===== config.mk =====
export PLATFORM = sky130hd
export DESIGN_NAME = lights_mode_detector
export DESIGN_NICKNAME = d
export VERILOG_FILES = /design/src/rtl/lights_pkg.sv /design/src/rtl/lights_trans_classify.sv /design/src/rtl/lights_mode_detector.sv
export SDC_FILE = /design/constraint.sdc
export NUM_CORES = 1
export LEC_CHECK = 0
export BUFFER_PORTS_ARGS = -buffer_cell sky130_fd_sc_hd__buf_4
export CORE_UTILIZATION = 25
export CTS_BUF_LIST = sky130_fd_sc_hd__clkbuf_8
export CTS_CLUSTER_DIAMETER = 100
export CTS_CLUSTER_SIZE = 14
export DETAILED_ROUTE_END_ITERATION = 10
export PLACE_DENSITY = 0.41
export SLEW_MARGIN = 10
export SYNTH_ARGS = -nofsm -noshare
export SYNTH_HDL_FRONTEND = slang
export SYNTH_HIERARCHICAL = 1
export SYNTH_SLANG_ARGS = --single-unit
export TNS_END_PERCENT = 10

===== constraint.sdc =====
create_clock -name clk -period 2.62 [get_ports clk]
set_input_delay 0.524 -clock clk [delete_from_list [all_inputs] [get_ports clk]]
set_output_delay 0.524 -clock clk [all_outputs]
set_load 0.01 [all_outputs]

===== src/rtl/lights_pkg.sv =====
// Shared types and LED pattern constants for the wind-lights FSM and its mode detector.
package lights_pkg;

  localparam int unsigned PAT_W = 3;
  localparam int unsigned CNT_W = 3;

  typedef enum logic [1:0] {
    MODE_CALM = 2'b00,
    MODE_R2L  = 2'b01,
    MODE_L2R  = 2'b10,
    MODE_UNK  = 2'b11
  } mode_t;

  typedef enum logic [1:0] {
    IDLE   = 2'b00,
    SEARCH = 2'b01,
    LOCKED = 2'b10
  } det_state_t;

  localparam logic [PAT_W-1:0] PAT_L    = 3'b100;
  localparam logic [PAT_W-1:0] PAT_C    = 3'b010;
  localparam logic [PAT_W-1:0] PAT_R    = 3'b001;
  localparam logic [PAT_W-1:0] PAT_CALM = 3'b101;

  // A pattern the lights FSM can actually drive.
  function automatic logic pat_legal(input logic [PAT_W-1:0] p);
    return (p == PAT_L) || (p == PAT_C) || (p == PAT_R) || (p == PAT_CALM);
  endfunction

endpackage


===== src/rtl/lights_trans_classify.sv =====
// Combinational classifier of one LED step prev->cur into a lights mode, or bad.
module lights_trans_classify
  import lights_pkg::*;
(
  input  logic [PAT_W-1:0] i_prev,
  input  logic [PAT_W-1:0] i_cur,
  output mode_t            o_cls_c,
  output logic             o_bad_c
);

  always_comb begin
    o_cls_c = MODE_UNK;
    o_bad_c = 1'b1;
    case ({i_prev, i_cur})
      {PAT_CALM, PAT_C}, {PAT_C, PAT_CALM}: begin
        o_cls_c = MODE_CALM;
        o_bad_c = 1'b0;
      end
      {PAT_R, PAT_C}, {PAT_C, PAT_L}, {PAT_L, PAT_R}: begin
        o_cls_c = MODE_R2L;
        o_bad_c = 1'b0;
      end
      {PAT_L, PAT_C}, {PAT_C, PAT_R}, {PAT_R, PAT_L}: begin
        o_cls_c = MODE_L2R;
        o_bad_c = 1'b0;
      end
      default: begin
        o_cls_c = MODE_UNK;
        o_bad_c = 1'b1;
      end
    endcase
  end

endmodule


===== src/rtl/lights_mode_detector.sv =====
// Recovers the wind-lights mode from the observed LED stream and reports lock/err.
// Optional LIGHTS_DET_HOLD_EN: a repeated legal pattern is a stall instead of an error.
module lights_mode_detector
  import lights_pkg::*;
#(
  parameter int unsigned LOCK_COUNT = 2
) (
  input  logic             clk,
  input  logic             reset,
  input  logic             sample_en,
  input  logic [PAT_W-1:0] leds,
  output logic [1:0]       mode,
  output logic             locked,
  output logic             err
);

  localparam logic [CNT_W-1:0] LOCK_N = CNT_W'(LOCK_COUNT);

  det_state_t       r_state;
  logic [PAT_W-1:0] r_prev;
  logic             r_prev_valid;
  logic [CNT_W-1:0] r_cnt;
  mode_t            r_cand;
  mode_t            r_mode;
  logic             r_locked;
  logic             r_err;

  mode_t            w_cls;
  logic             w_bad;
  logic             w_cur_legal;
  logic             w_stall;
  logic [CNT_W-1:0] w_cnt_inc;

  lights_trans_classify u_classify (
    .i_prev  (r_prev),
    .i_cur   (leds),
    .o_cls_c (w_cls),
    .o_bad_c (w_bad)
  );

  assign w_cur_legal = pat_legal(leds);
  assign w_cnt_inc   = r_cnt + CNT_W'(1);

`ifdef LIGHTS_DET_HOLD_EN
  // A slow lights FSM shows the same legal pattern for several samples.
  assign w_stall = r_prev_valid && w_cur_legal && (leds == r_prev);
`else
  assign w_stall = 1'b0;
`endif

  always_ff @(posedge clk) begin
    if (!reset) begin
      r_state      <= IDLE;
      r_prev       <= '0;
      r_prev_valid <= 1'b0;
      r_cnt        <= '0;
      r_cand       <= MODE_UNK;
      r_mode       <= MODE_UNK;
      r_locked     <= 1'b0;
      r_err        <= 1'b0;
    end else begin
      r_err <= 1'b0;
      if (sample_en && !w_stall) begin
        case (r_state)
          IDLE: begin
            if (w_cur_legal) begin
              r_prev       <= leds;
              r_prev_valid <= 1'b1;
              r_cnt        <= '0;
              r_state      <= SEARCH;
            end else begin
              r_err <= 1'b1;
            end
          end

          SEARCH: begin
            r_prev <= leds;
            if (w_bad) begin
              r_err <= 1'b1;
              r_cnt <= '0;
              if (!w_cur_legal) begin
                r_state      <= IDLE;
                r_prev_valid <= 1'b0;
              end
            end else if ((r_cnt != '0) && (w_cls == r_cand)) begin
              if (w_cnt_inc >= LOCK_N) begin
                r_cnt    <= LOCK_N;
                r_mode   <= r_cand;
                r_locked <= 1'b1;
                r_state  <= LOCKED;
              end else begin
                r_cnt <= w_cnt_inc;
              end
            end else begin
              // New candidate; a single-transition lock needs no confirmation.
              r_cand <= w_cls;
              r_cnt  <= CNT_W'(1);
              if (LOCK_N == CNT_W'(1)) begin
                r_mode   <= w_cls;
                r_locked <= 1'b1;
                r_state  <= LOCKED;
              end
            end
          end

          LOCKED: begin
            r_prev <= leds;
            if (w_bad || (w_cls != r_mode)) begin
              r_err    <= 1'b1;
              r_locked <= 1'b0;
              r_mode   <= MODE_UNK;
              if (!w_cur_legal) begin
                r_cnt        <= '0;
                r_prev_valid <= 1'b0;
                r_state      <= IDLE;
              end else if (w_bad) begin
                r_cnt   <= '0;
                r_state <= SEARCH;
              end else begin
                r_cand  <= w_cls;
                r_cnt   <= CNT_W'(1);
                r_state <= SEARCH;
              end
            end
          end

          default: r_state <= IDLE;
        endcase
      end
    end
  end

  assign mode   = r_mode;
  assign locked = r_locked;
  assign err    = r_err;

endmodule


; ---- Word level (Yosys, flattened, before mapping)
; Index checks and enable logic that the tools add are counted.
[totals]
ff_bits = 14
in_bits = 6
wordCells = 96
[classes]
add_sub_neg = 1
magnitude_cmp = 1
eq_ne = 27
n_mux = 39
reduce_logical = 21
[ops]
columns = op, count
row1 = two-way mux 2 bit, 15
row2 = "equality test 6 x 5 -> 1 bit, second input constant", 3
row3 = "equality test 6 bit, second input constant", 3
row4 = two-way mux 3 bit, 6
row5 = "!= test 2 bit, second input constant", 8
row6 = "equality test 6 x 4 -> 1 bit, second input constant", 2
row7 = case mux 2 bit (3 select lines), 2
row8 = AND reduction 6 bit, 2
row9 = two-way mux 1 bit, 10
row10 = "!= test 3 bit, second input constant", 3
row11 = case mux 3 bit (3 select lines), 1
row12 = case mux 2 bit (2 select lines), 2
row13 = OR reduction 8 bit, 1
row14 = AND reduction 7 bit, 1
row15 = "equality test 3 bit, second input constant", 2
row16 = case mux 3 bit (2 select lines), 1
row17 = nonzero test 3 bit, 2
row18 = OR reduction 3 bit, 2
row19 = logical OR 1 bit, 4
row20 = AND reduction 4 bit, 1
row21 = nonzero test 2 bit, 2
row22 = OR reduction 2 bit, 2
row23 = "adder 3 x 1 -> 3 bit, second input constant", 1
row24 = "equality test 3 x 1 -> 1 bit, second input constant", 1
row25 = other kinds (12), 12

; ---- Logic depth before layout (Yosys ltp)
; Gate-level depths: netlist of the first run.
[depth]
word_depth = 8
mapped_depth = 8
mapped_depth_nobuf = 8

; ---- By module
; The synthesis of the first run kept the hierarchy.
[by_module_without_submodules]
columns = module, n_inst, cells_per_inst, area_each_um2
row1 = lights_mode_detector, 1, 102, 925.9
row2 = lights_trans_classify, 1, 16, 115.1

; ---- Least setup slack after synthesis of the first run
; No wires, ideal clock.
[synth_path]
path_type = input to register
startpoint = input leds[1]
endpoint = register r_state[0]
setup_ps = 121
arrival_ps = 2280
t_required_ps = 2499
slack_ps = 219
stages = 8
path_cell_list = nor4b_2 -> o21a_1 -> nor3_1 -> nor2b_1 -> a31oi_4 -> nand3_2 -> a21oi_2 -> mux2_4
[synth_via]
elab_cells_between_ends = 35
cone_classes = eq/ne: 19 / mux: 6 / reduce/logical: 10
[synth_lines]
columns = item, line
row1 = "start, declared", lights_mode_detector.sv:11  ; input logic [PAT_W-1:0] leds,
row2 = equality test 6 bit (tied with other cells), lights_trans_classify.sv:14  ; case ({i_prev, i_cur})
row3 = OR reduction 8 bit (no line) *, --
row4 = two-way mux 1 bit *, lights_trans_classify.sv:14
row5 = via w_bad, lights_mode_detector.sv:29  ; logic w_bad;
row6 = logical OR 1 bit *, lights_mode_detector.sv:108  ; if (w_bad || (w_cls != r_mode)) begin
row7 = != test 2 bit (no line) *, --
row8 = AND reduction 6 bit (no line) *, --
row9 = "end signal, assigned", lights_mode_detector.sv:115  ; r_state <= IDLE;
row10 = "end signal, assigned", lights_mode_detector.sv:118  ; r_state <= SEARCH;
row11 = "end signal, assigned", lights_mode_detector.sv:122  ; r_state <= SEARCH;
row12 = "end, declared", lights_mode_detector.sv:19  ; det_state_t r_state;
; The timed path passes the listed nets; every way through them passes the cells marked *. The select of a mux whose other input is x is not followed.
; A chain may end at the register's enable or synchronous reset.

; ---- Final worst setup path of the first run
[layout_path]
startpoint = register r_prev[2]
endpoint = register r_cand[1]
[layout_via]
elab_chain_len = 7
elab_cells_between_ends = 29
cone_classes = eq/ne: 14 / mux: 8 / reduce/logical: 7
[layout_rtl]
columns = item, line
row1 = "start, declared", lights_mode_detector.sv:20  ; logic [PAT_W-1:0] r_prev;
row2 = "start signal, assigned", lights_mode_detector.sv:67  ; r_prev <= leds;
row3 = "start signal, assigned", lights_mode_detector.sv:77  ; r_prev <= leds;
row4 = "start signal, assigned", lights_mode_detector.sv:107  ; r_prev <= leds;
row5 = equality test 6 bit (tied with other cells), lights_trans_classify.sv:14
row6 = OR reduction 3 bit or OR reduction 2 bit (tied branches), lights_trans_classify.sv:14
row7 = case mux 2 bit (3 select lines) *, lights_trans_classify.sv:14
row8 = via w_cls[0], lights_mode_detector.sv:28  ; mode_t w_cls;
row9 = equality test 2 bit or != test 2 bit (tied branches), "lights_mode_detector.sv:85, lights_mode_detector.sv:108"
row10 = logical AND 1 bit or logical OR 1 bit (tied branches), "lights_mode_detector.sv:85, lights_mode_detector.sv:108"
row11 = != test 2 bit (no line), --
row12 = AND reduction 7 bit (no line) *, --
row13 = "end signal, assigned", lights_mode_detector.sv:96  ; r_cand <= w_cls;
row14 = "end signal, assigned", lights_mode_detector.sv:120  ; r_cand <= w_cls;
row15 = "end, declared", lights_mode_detector.sv:23  ; mode_t r_cand;
; Marked as above.

==> results of run 1 <==
## state kept, by name, summed over array words and instances, names as in the netlist
signal   count
r_prev       3
mode         2
r_state      2
r_cand       2
locked       1
err          1
r_cnt        3
## worst paths after layout
| check | from | to | cells past startpoint |
|---|---|---|---|
| min reg2reg | r_cnt[1]$_SDFFE_PN0P_ | r_cnt[1]$_SDFFE_PN0P_ | 2 |
| max reg2reg | r_prev[2]$_SDFFE_PN0P_ | r_cand[1]$_SDFFE_PN1P_ | 9 |
| min | r_cnt[1]$_SDFFE_PN0P_ | r_cnt[1]$_SDFFE_PN0P_ | 2 |
| max | r_prev[2]$_SDFFE_PN0P_ | r_cand[1]$_SDFFE_PN1P_ | 9 |
## critical path, stage by stage (launching register included)
cell and delay [ps]:
dfxtp_1 420, nand3b_1 160, o21ai_0 80, a21oi_1 360, xor2_1 300, nor4b_1 100
buf_4 150, nor4b_4 310, mux2i_1 220, nand2_1 60
## report_power, final
part | leakage [nW] | internal, mW | switching (mW)
logic | 0.323 | 0.0537 | 0.0706
clock network | 0.0288 | 0.133 | 0.0830
registers | 0.114 | 0.221 | 0.00870
## cell usage after synthesis (2+ instances only)
master / instances
dfxtp_1: 14
nand2_1: 13
a21oi_1: 8
ha_1: 7
inv_1: 6
nand3_1: 6
nand3b_1: 6
o21ai_0: 4
mux2i_1: 3
nor2_1: 3
nor2b_1: 3
nor3_1: 3
nor4_1: 3
xor2_1: 3
a21oi_2: 2
a311oi_1: 2
a31oi_1: 2
nand3_2: 2
o21a_1: 2
or3_1: 2
xnor2_1: 2
## cells by family after synthesis
group	after synthesis
AO/OA/AOI/OAI	29
XOR/XNOR	5
adder cells (fa/ha/maj)	7
buffers and inverters	8
flip-flops	14
multiplexers	4
AND/OR/NAND/NOR	51
## metrics by stage
stage	power, mW	area, sq um	setup slack, ps	utilization
6_report	0.570	1240	353	0.310
5_1_grt	0.604	1240	197	0.310
4_1_cts	0.580	1240	355	0.310
3_5_place_dp	0.359	1180	120	0.296
3_3_place_gp	0.359	1180	138	0.296
2_1_floorplan	0.320	1040	219	-
## placed cells by master (no fill, tap or decap), types with 4 or more instances in the layout
cell      instances
nand2_1          13
inv_1             6
a21oi_1           8
ha_1              7
dfxtp_1          14
clkbuf_8          4
o21ai_0           4
nand3_1           6
nand3b_1          6
buf_4            12
## cell type report
type	count	area [sq um]
inverter	6	22.5
tap	50	62.6
fill	432	2760
multi-input combinational	96	729
clock buffer	4	55.1
timing repair buffer	12	90.1
sequential	14	280
## layer usage
| metal | share of wire | wire length, um | GRT usage | vias up |
|---|---|---|---|---|
| met4 | 0.0097 | 25 | 0.0559 | 0 |
| met1 | 0.47 | 1200 | 0.160 | 418 |
| met5 | 0 | 0 | 0 | - |
| met2 | 0.50 | 1270 | 0.226 | 12 |
| met3 | 0.027 | 70 | 0.0171 | 2 |
| li1 | - | - | - | 463 |
==> flow_metrics.env, run 1 <==
export IMPL_rsz0062_at_grt="no"
export IMPL_synth_top_family_by_area="simple AND/OR/NAND/NOR gates"
export IMPL_dp_cells=178
export IMPL_startpoint_type="register"
export IMPL_holdWs_ps=481
export IMPL_portBuffers=9
export IMPL_synth_cells=118
export IMPL_numCtsBuffers=3
export IMPL_synth_ff_type="dfxtp_1"
export IMPL_clkLatencyLatePin_ps=240
export IMPL_ioPinCount=10
export IMPL_worstPathRequired_ps=2760
export IMPL_worst_path_max_fanout=7
export IMPL_htreeDepth=1
export IMPL_grt_pass1_wl_mm=4.22
export IMPL_drt_antenna_violating_nets=0
export IMPL_fp_dieW_um=66.5
export IMPL_clkSinkCount=14
export IMPL_worstSetupPathType="register to register"
export IMPL_maxCapViolCount=0
export IMPL_synth_largest_area_cell="dfxtp_1"
export IMPL_synthSimpleGateAreaFrac=0.320
export IMPL_setup_viol=0
export IMPL_period_needed_ps=2270
export IMPL_hold_viol=0
export IMPL_layout_nets=146
export IMPL_fin_cells=182
export IMPL_fmax_mhz=441
export IMPL_synthMuxAreaShare=0.0433
export IMPL_cts_setup_buffers=0
export IMPL_clockBufferDepth=2
export IMPL_rows=23
export IMPL_tritoncts="yes"
export IMPL_synth_compound_area_share=0.212
export IMPL_initial_core_util=0.260
export IMPL_p_per_area_nw_per_um2=460
export IMPL_syn_nets=131
export IMPL_yosys_top_cells_area="dfxtp_1 (27%), ha_1 (8.4%), nand2_1 (4.7%)"
export IMPL_drive_gt1_frac=0.235
export IMPL_synth_cell_types=43
export IMPL_grt_pass1_vias=887
export IMPL_yosysTopAreaCellShare=0.269
export IMPL_vdd_drop_max_uv=111
export IMPL_cp_arrival_ps=2410
export IMPL_viasPerCell=4.92
export IMPL_ctsHoldBuffers=0
export IMPL_run_status="finished clean"
export IMPL_tns_ps=0
export IMPL_grt_max_degree=12
export IMPL_synthArstFlopShare=0
export IMPL_synth_seq_cells=14
export IMPL_syn_to_final_growth_pct=19.1
export IMPL_gp_congestion=0.713
export IMPL_ys_warnings_count=6
export IMPL_p_leak_nw=0.465
export IMPL_seq_area_frac_synth=0.269
export IMPL_synth_xor_area_frac=0.0421
export IMPL_totalWireLength_mm=2.57
export IMPL_slew_headroom=0.726
export IMPL_fin_crit_sh=0.865
export IMPL_worstSetupEndpointType="register"
export IMPL_tightest_slew_ps=409
export IMPL_grt_overflow=0
export IMPL_slew_violations=0
export IMPL_antenna_cells=0
export IMPL_drc=0
export IMPL_worst_hold_path_type="register to register"
export IMPL_antenna_found_initial=0
export IMPL_synth_fa_ha_area_frac=0.0841
export IMPL_coreArea_sq_um=4000
export IMPL_drt_initial_drc_count=18
export IMPL_netlist_area_sq_um=1040
export IMPL_clk_pin_slew_ps=60
export IMPL_die_area_sq_um=4430
export IMPL_route_vias_total=895
export IMPL_syn_avg_cell_area_sq_um=8.82
export IMPL_fin_worst_skew_ps=1.19
export IMPL_wire_per_inst_um=14.1
export IMPL_ctsResizeCount=0
export IMPL_dp_hpwl_mm=1.98
export IMPL_drt_pass1_iter_count=4
export IMPL_fp_dieH_um=66.5
export IMPL_r2r_slack_ps=350
export IMPL_synth_edff_count=0
export IMPL_grt_total_usage=0.130
export IMPL_root_buffer="clkbuf_8"
No activity file was read; power rests on OpenSTA's default activity.
==> run 2, diff against run 1 <==
ABC_CLOCK_PERIOD_IN_PS = 2620   (was default)
RECOVER_POWER = 50   (was default)
==> run 2 against run 1 <==
  * Clock skew hardly changed
  * Global-route usage stayed put
  * Non-clock buffer count stayed put
  * Highest routed layer unchanged
==> flow_metrics.env, run 2 (synthesis gave the netlist of run 1 again) <==
export IMPL_run_status="finished clean"
export IMPL_gp_congestion=0.713
export IMPL_rows=23
export IMPL_layout_commonest_cell="dfxtp_1"
export IMPL_die_area_sq_um=4430
export IMPL_rsz0062_at_grt="no"
export IMPL_startpoint_type="register"
export IMPL_grt_total_usage=0.130
export IMPL_wire_per_inst_um=14.1
export IMPL_drt_antenna_violating_nets=0
export IMPL_grt_max_degree=12
export IMPL_drt_pass1_iter_count=4
export IMPL_slew_violations=0
export IMPL_ioPinCount=10
export IMPL_hold_viol=0
export IMPL_tritoncts="yes"
export IMPL_syn_to_final_growth_pct=16.1
export IMPL_fin_worst_skew_ps=0.862
export IMPL_setup_viol=0
export IMPL_layout_nets=146
export IMPL_grt_pass1_wl_mm=4.22
export IMPL_cts_setup_buffers=0
export IMPL_tightest_slew_ps=409
export IMPL_clkLatencyLatePin_ps=240
export IMPL_grt_overflow=0
export IMPL_layout_common_cells="dfxtp_1 (14), nand2_1 (13), a21oi_1 (8), buf_4 (8)"
export IMPL_period_needed_ps=2260
export IMPL_fill_cells=437
export IMPL_tns_ps=0
export IMPL_drt_initial_drc_count=24
export IMPL_antenna_found_initial=0
export IMPL_p_per_area_nw_per_um2=466
export IMPL_viasPerCell=4.96
export IMPL_clockBufferDepth=2
export IMPL_portBuffers=9
export IMPL_postLayoutCoreUtil=0.302
export IMPL_cp_arrival_ps=2400
export IMPL_drc=0
export IMPL_slew_headroom=0.726
export IMPL_fp_dieH_um=66.5
export IMPL_r2r_cells=9
export IMPL_clk_pin_slew_ps=60
export IMPL_reg_largest_list="r_cnt x3, r_prev x3"
export IMPL_root_buffer="clkbuf_8"
export IMPL_worst_path_max_fanout=7
export IMPL_dp_hpwl_mm=1.98
export IMPL_fin_crit_sh=0.864
export IMPL_route_vias_total=903
export IMPL_holdPathStages=2
export IMPL_ctsResizeCount=0
export IMPL_ctsHoldBuffers=0
export IMPL_antenna_cells=0
export IMPL_maxCapViolCount=0
export IMPL_vdd_drop_max_uv=111
export IMPL_r2r_start="r_prev[2]$_SDFFE_PN0P_"
export IMPL_fp_dieW_um=66.5
export IMPL_coreArea_sq_um=4000
export IMPL_worstSetupEndpointType="register"
export IMPL_totalWireLength_mm=2.57
export IMPL_startpoint="r_prev[2]$_SDFFE_PN0P_"
export IMPL_worstSetupPathType="register to register"
export IMPL_p_leak_nw=0.448
export IMPL_worst_hold_path_type="register to register"
export IMPL_clkSinkCount=14
export IMPL_worstHoldStart="r_cnt[1]$_SDFFE_PN0P_"
export IMPL_fmax_mhz=442
export IMPL_initial_core_util=0.260
export IMPL_numCtsBuffers=3
export IMPL_worstPathRequired_ps=2760
export IMPL_drive_gt1_frac=0.182
export IMPL_htreeDepth=1
export IMPL_grt_pass1_vias=887
run 2: report_power, final:
part           switching (mW)  leakage [nW]  total, mW  internal (mW)
registers             0.00867         0.114      0.230          0.221
logic                  0.0692         0.305      0.118         0.0484
clock network          0.0829        0.0288      0.216          0.133
total                   0.161         0.448      0.563          0.403
run 2: cell type report:
class	count	area [sq um]	share of cell area
flip-flops and latches	14	280	0.232
repair buffers	12	75.1	0.0621
well taps	50	62.6	0.0518
clock buffers	4	55.1	0.0455
inverters	6	22.5	0.0186
multi-input cells	96	713	0.590
run 2: metal layers:
layer / vias to the layer above / share of wire / track usage
met3: 2 / 0.027 / 0.0171
met5: - / 0 / 0
met1: 425 / 0.46 / 0.160
li1: 464 / - / -
met2: 12 / 0.50 / 0.226
met4: 0 / 0.0097 / 0.0559
run 2: metrics by stage:
step           total power, mW  cell area (sq um)  instances  setup slack, ps  hold WS (ps)
2_1_floorplan            0.320               1040        118              219           449
3_3_place_gp             0.359               1180        178              138           477
3_5_place_dp             0.359               1180        178              120           473
4_1_cts                  0.580               1240        182              355           489
5_1_grt                  0.597               1210        182              197           515
6_report                 0.563               1210        182              356           483
run 2: worst paths after layout:
kind | to | slack, ps
max | r_cand[1]$_SDFFE_PN1P_ | 360
min | r_cnt[1]$_SDFFE_PN0P_ | 480
max reg2reg | r_cand[1]$_SDFFE_PN1P_ | 360
min reg2reg | r_cnt[1]$_SDFFE_PN0P_ | 480
run 2: critical path: stages, from the launching register on:
cell and delay, ps:
dfxtp_1 420, nand3b_1 160, o21ai_0 80, a21oi_1 350, xor2_1 300, nor4b_1 100, buf_4 150, nor4b_4 320
mux2i_1 220, nand2_1 60
==> run 3, diff against run 2 <==
MAX_ROUTING_LAYER = met4   (was default)
==> run 3 against run 2 <==
  * Sequential share of layout area did not move
  * Largest power group unchanged
  * Sequential power barely moved
  * Final area did not move
==> flow_metrics.env, run 3 (synthesis gave the netlist of run 1 again) <==
export IMPL_run_status="finished clean"
export IMPL_htreeDepth=1
export IMPL_worst_hold_path_type="register to register"
export IMPL_root_buffer="clkbuf_8"
export IMPL_worst_path_buf_inv=1
export IMPL_cp_arrival_ps=2390
export IMPL_drt_antenna_violating_nets=0
export IMPL_rows=23
export IMPL_ctsHoldBuffers=0
export IMPL_grt_max_degree=12
export IMPL_period_needed_ps=2250
export IMPL_totalWireLength_mm=2.57
export IMPL_worstSetupPathType="primary input to register"
export IMPL_grt_pass1_wl_mm=4.21
export IMPL_drive_gt1_frac=0.182
export IMPL_coreArea_sq_um=4000
export IMPL_clockBufferDepth=2
export IMPL_drc=0
export IMPL_antenna_found_initial=0
export IMPL_fp_dieH_um=66.5
export IMPL_worstSetupEndpointType="register"
export IMPL_r2r_slack_ps=370
export IMPL_syn_to_final_growth_pct=16.1
export IMPL_crit_chain="buf_4 > nand4bb_1 > a211oi_1 > a21oi_1 > xnor2_1 > a31oi_4 > nand3_2 > a21oi_2 > mux2_4"
export IMPL_p_leak_nw=0.448
export IMPL_vdd_drop_max_uv=111
export IMPL_maxCapViolCount=0
export IMPL_gp_congestion=0.721
export IMPL_p_per_area_nw_per_um2=466
export IMPL_drt_pass1_iter_count=4
export IMPL_clkLatencyLatePin_ps=240
export IMPL_antenna_cells=0
export IMPL_fp_dieW_um=66.5
export IMPL_fin_worst_skew_ps=0.862
export IMPL_rsz0062_at_grt="no"
export IMPL_layout_commonest_cell="dfxtp_1"
export IMPL_fin_crit_sh=0.859
export IMPL_tightest_slew_ps=409
export IMPL_grt_overflow=0
export IMPL_drt_initial_drc_count=22
export IMPL_clkSinkCount=14
export IMPL_postLayoutCoreUtil=0.302
export IMPL_viasPerCell=5.04
export IMPL_cp_top_family="compound AO/OA/AOI/OAI gates"
export IMPL_fill_cells=437
export IMPL_ioPinCount=10
export IMPL_cts_setup_buffers=0
export IMPL_wire_per_inst_um=14.1
export IMPL_dp_hpwl_mm=1.98
export IMPL_fin_area_sq_um=1210
export IMPL_numCtsBuffers=3
export IMPL_reg_largest_list="r_cnt x3, r_prev x3"
export IMPL_slew_violations=0
export IMPL_clk_pin_slew_ps=60
export IMPL_grt_total_usage=0.133
export IMPL_hold_viol=0
export IMPL_die_area_sq_um=4430
export IMPL_slew_headroom=0.726
export IMPL_setup_viol=0
export IMPL_initial_core_util=0.260
export IMPL_placed_area_sq_um=1180
export IMPL_ctsResizeCount=0
export IMPL_portBuffers=9
export IMPL_fmax_mhz=444
export IMPL_tns_ps=0
export IMPL_max_stage_delay_ps=310
export IMPL_tritoncts="yes"
export IMPL_grt_pass1_vias=891
export IMPL_slowest_stage="mux2_4"
export IMPL_layout_nets=146
export IMPL_route_vias_total=917
export IMPL_startpoint_type="primary input"
export IMPL_worstPathRequired_ps=2760
export IMPL_worst_path_max_fanout=8
export IMPL_layout_common_cells="dfxtp_1 (14), nand2_1 (13), a21oi_1 (8), buf_4 (8)"
==> run 3: cell counts in the layout (fill, tap and decap cells not counted) <==
Identical to the previous run, type by type.
==> run 3: per-stage QoR <==
stage | instances | worst slack (ps) | hold slack, ps | power [mW]
2_1_floorplan | 118 | 219 | 449 | 0.320
3_3_place_gp | 178 | 138 | 477 | 0.359
3_5_place_dp | 178 | 120 | 473 | 0.359
4_1_cts | 182 | 355 | 489 | 0.580
5_1_grt | 182 | 197 | 515 | 0.597
6_report | 182 | 370 | 483 | 0.563
==> run 3: final cells by class <==
cell class	instances	area, sq um	area share
Inverter	6	22.5	0.0186
Sequential cell	14	280	0.232
Timing Repair Buffer	12	75.1	0.0621
Multi-Input combinational cell	96	713	0.590
Clock buffer	4	55.1	0.0455
Tap cell	50	62.6	0.0518
==> run 3: where the power goes <==
group | internal [mW] | switching (mW)
Clock | 0.133 | 0.0829
Sequential | 0.221 | 0.00851
Combinational | 0.0484 | 0.0694
==> run 3: worst reg2reg max path: stages, from the launching register on <==
cell and delay, ps:
dfxtp_1 420, nand3b_1 160, o21ai_0 80, a21oi_1 340
xor2_1 300, nor4b_1 100, buf_4 150, nor4b_4 320
mux2i_1 220, nand2_1 60
==> run 3: per-layer routing <==
layer,global-route usage,vias up,part of all wire
met5,-,-,0
met4,0.0559,0,0.0090
met3,0.0171,2,0.032
met2,0.226,19,0.50
met1,0.159,431,0.46
li1,-,465,-
==> run 3: path summary, 6_finish.rpt <==
path / from / to / cells past startpoint
max: leds[2] / r_state[0]$_SDFFE_PN0P_ / 9
min: r_cnt[1]$_SDFFE_PN0P_ / r_cnt[1]$_SDFFE_PN0P_ / 2
max reg2reg: r_prev[2]$_SDFFE_PN0P_ / r_cand[1]$_SDFFE_PN1P_ / 9
min reg2reg: r_cnt[1]$_SDFFE_PN0P_ / r_cnt[1]$_SDFFE_PN0P_ / 2
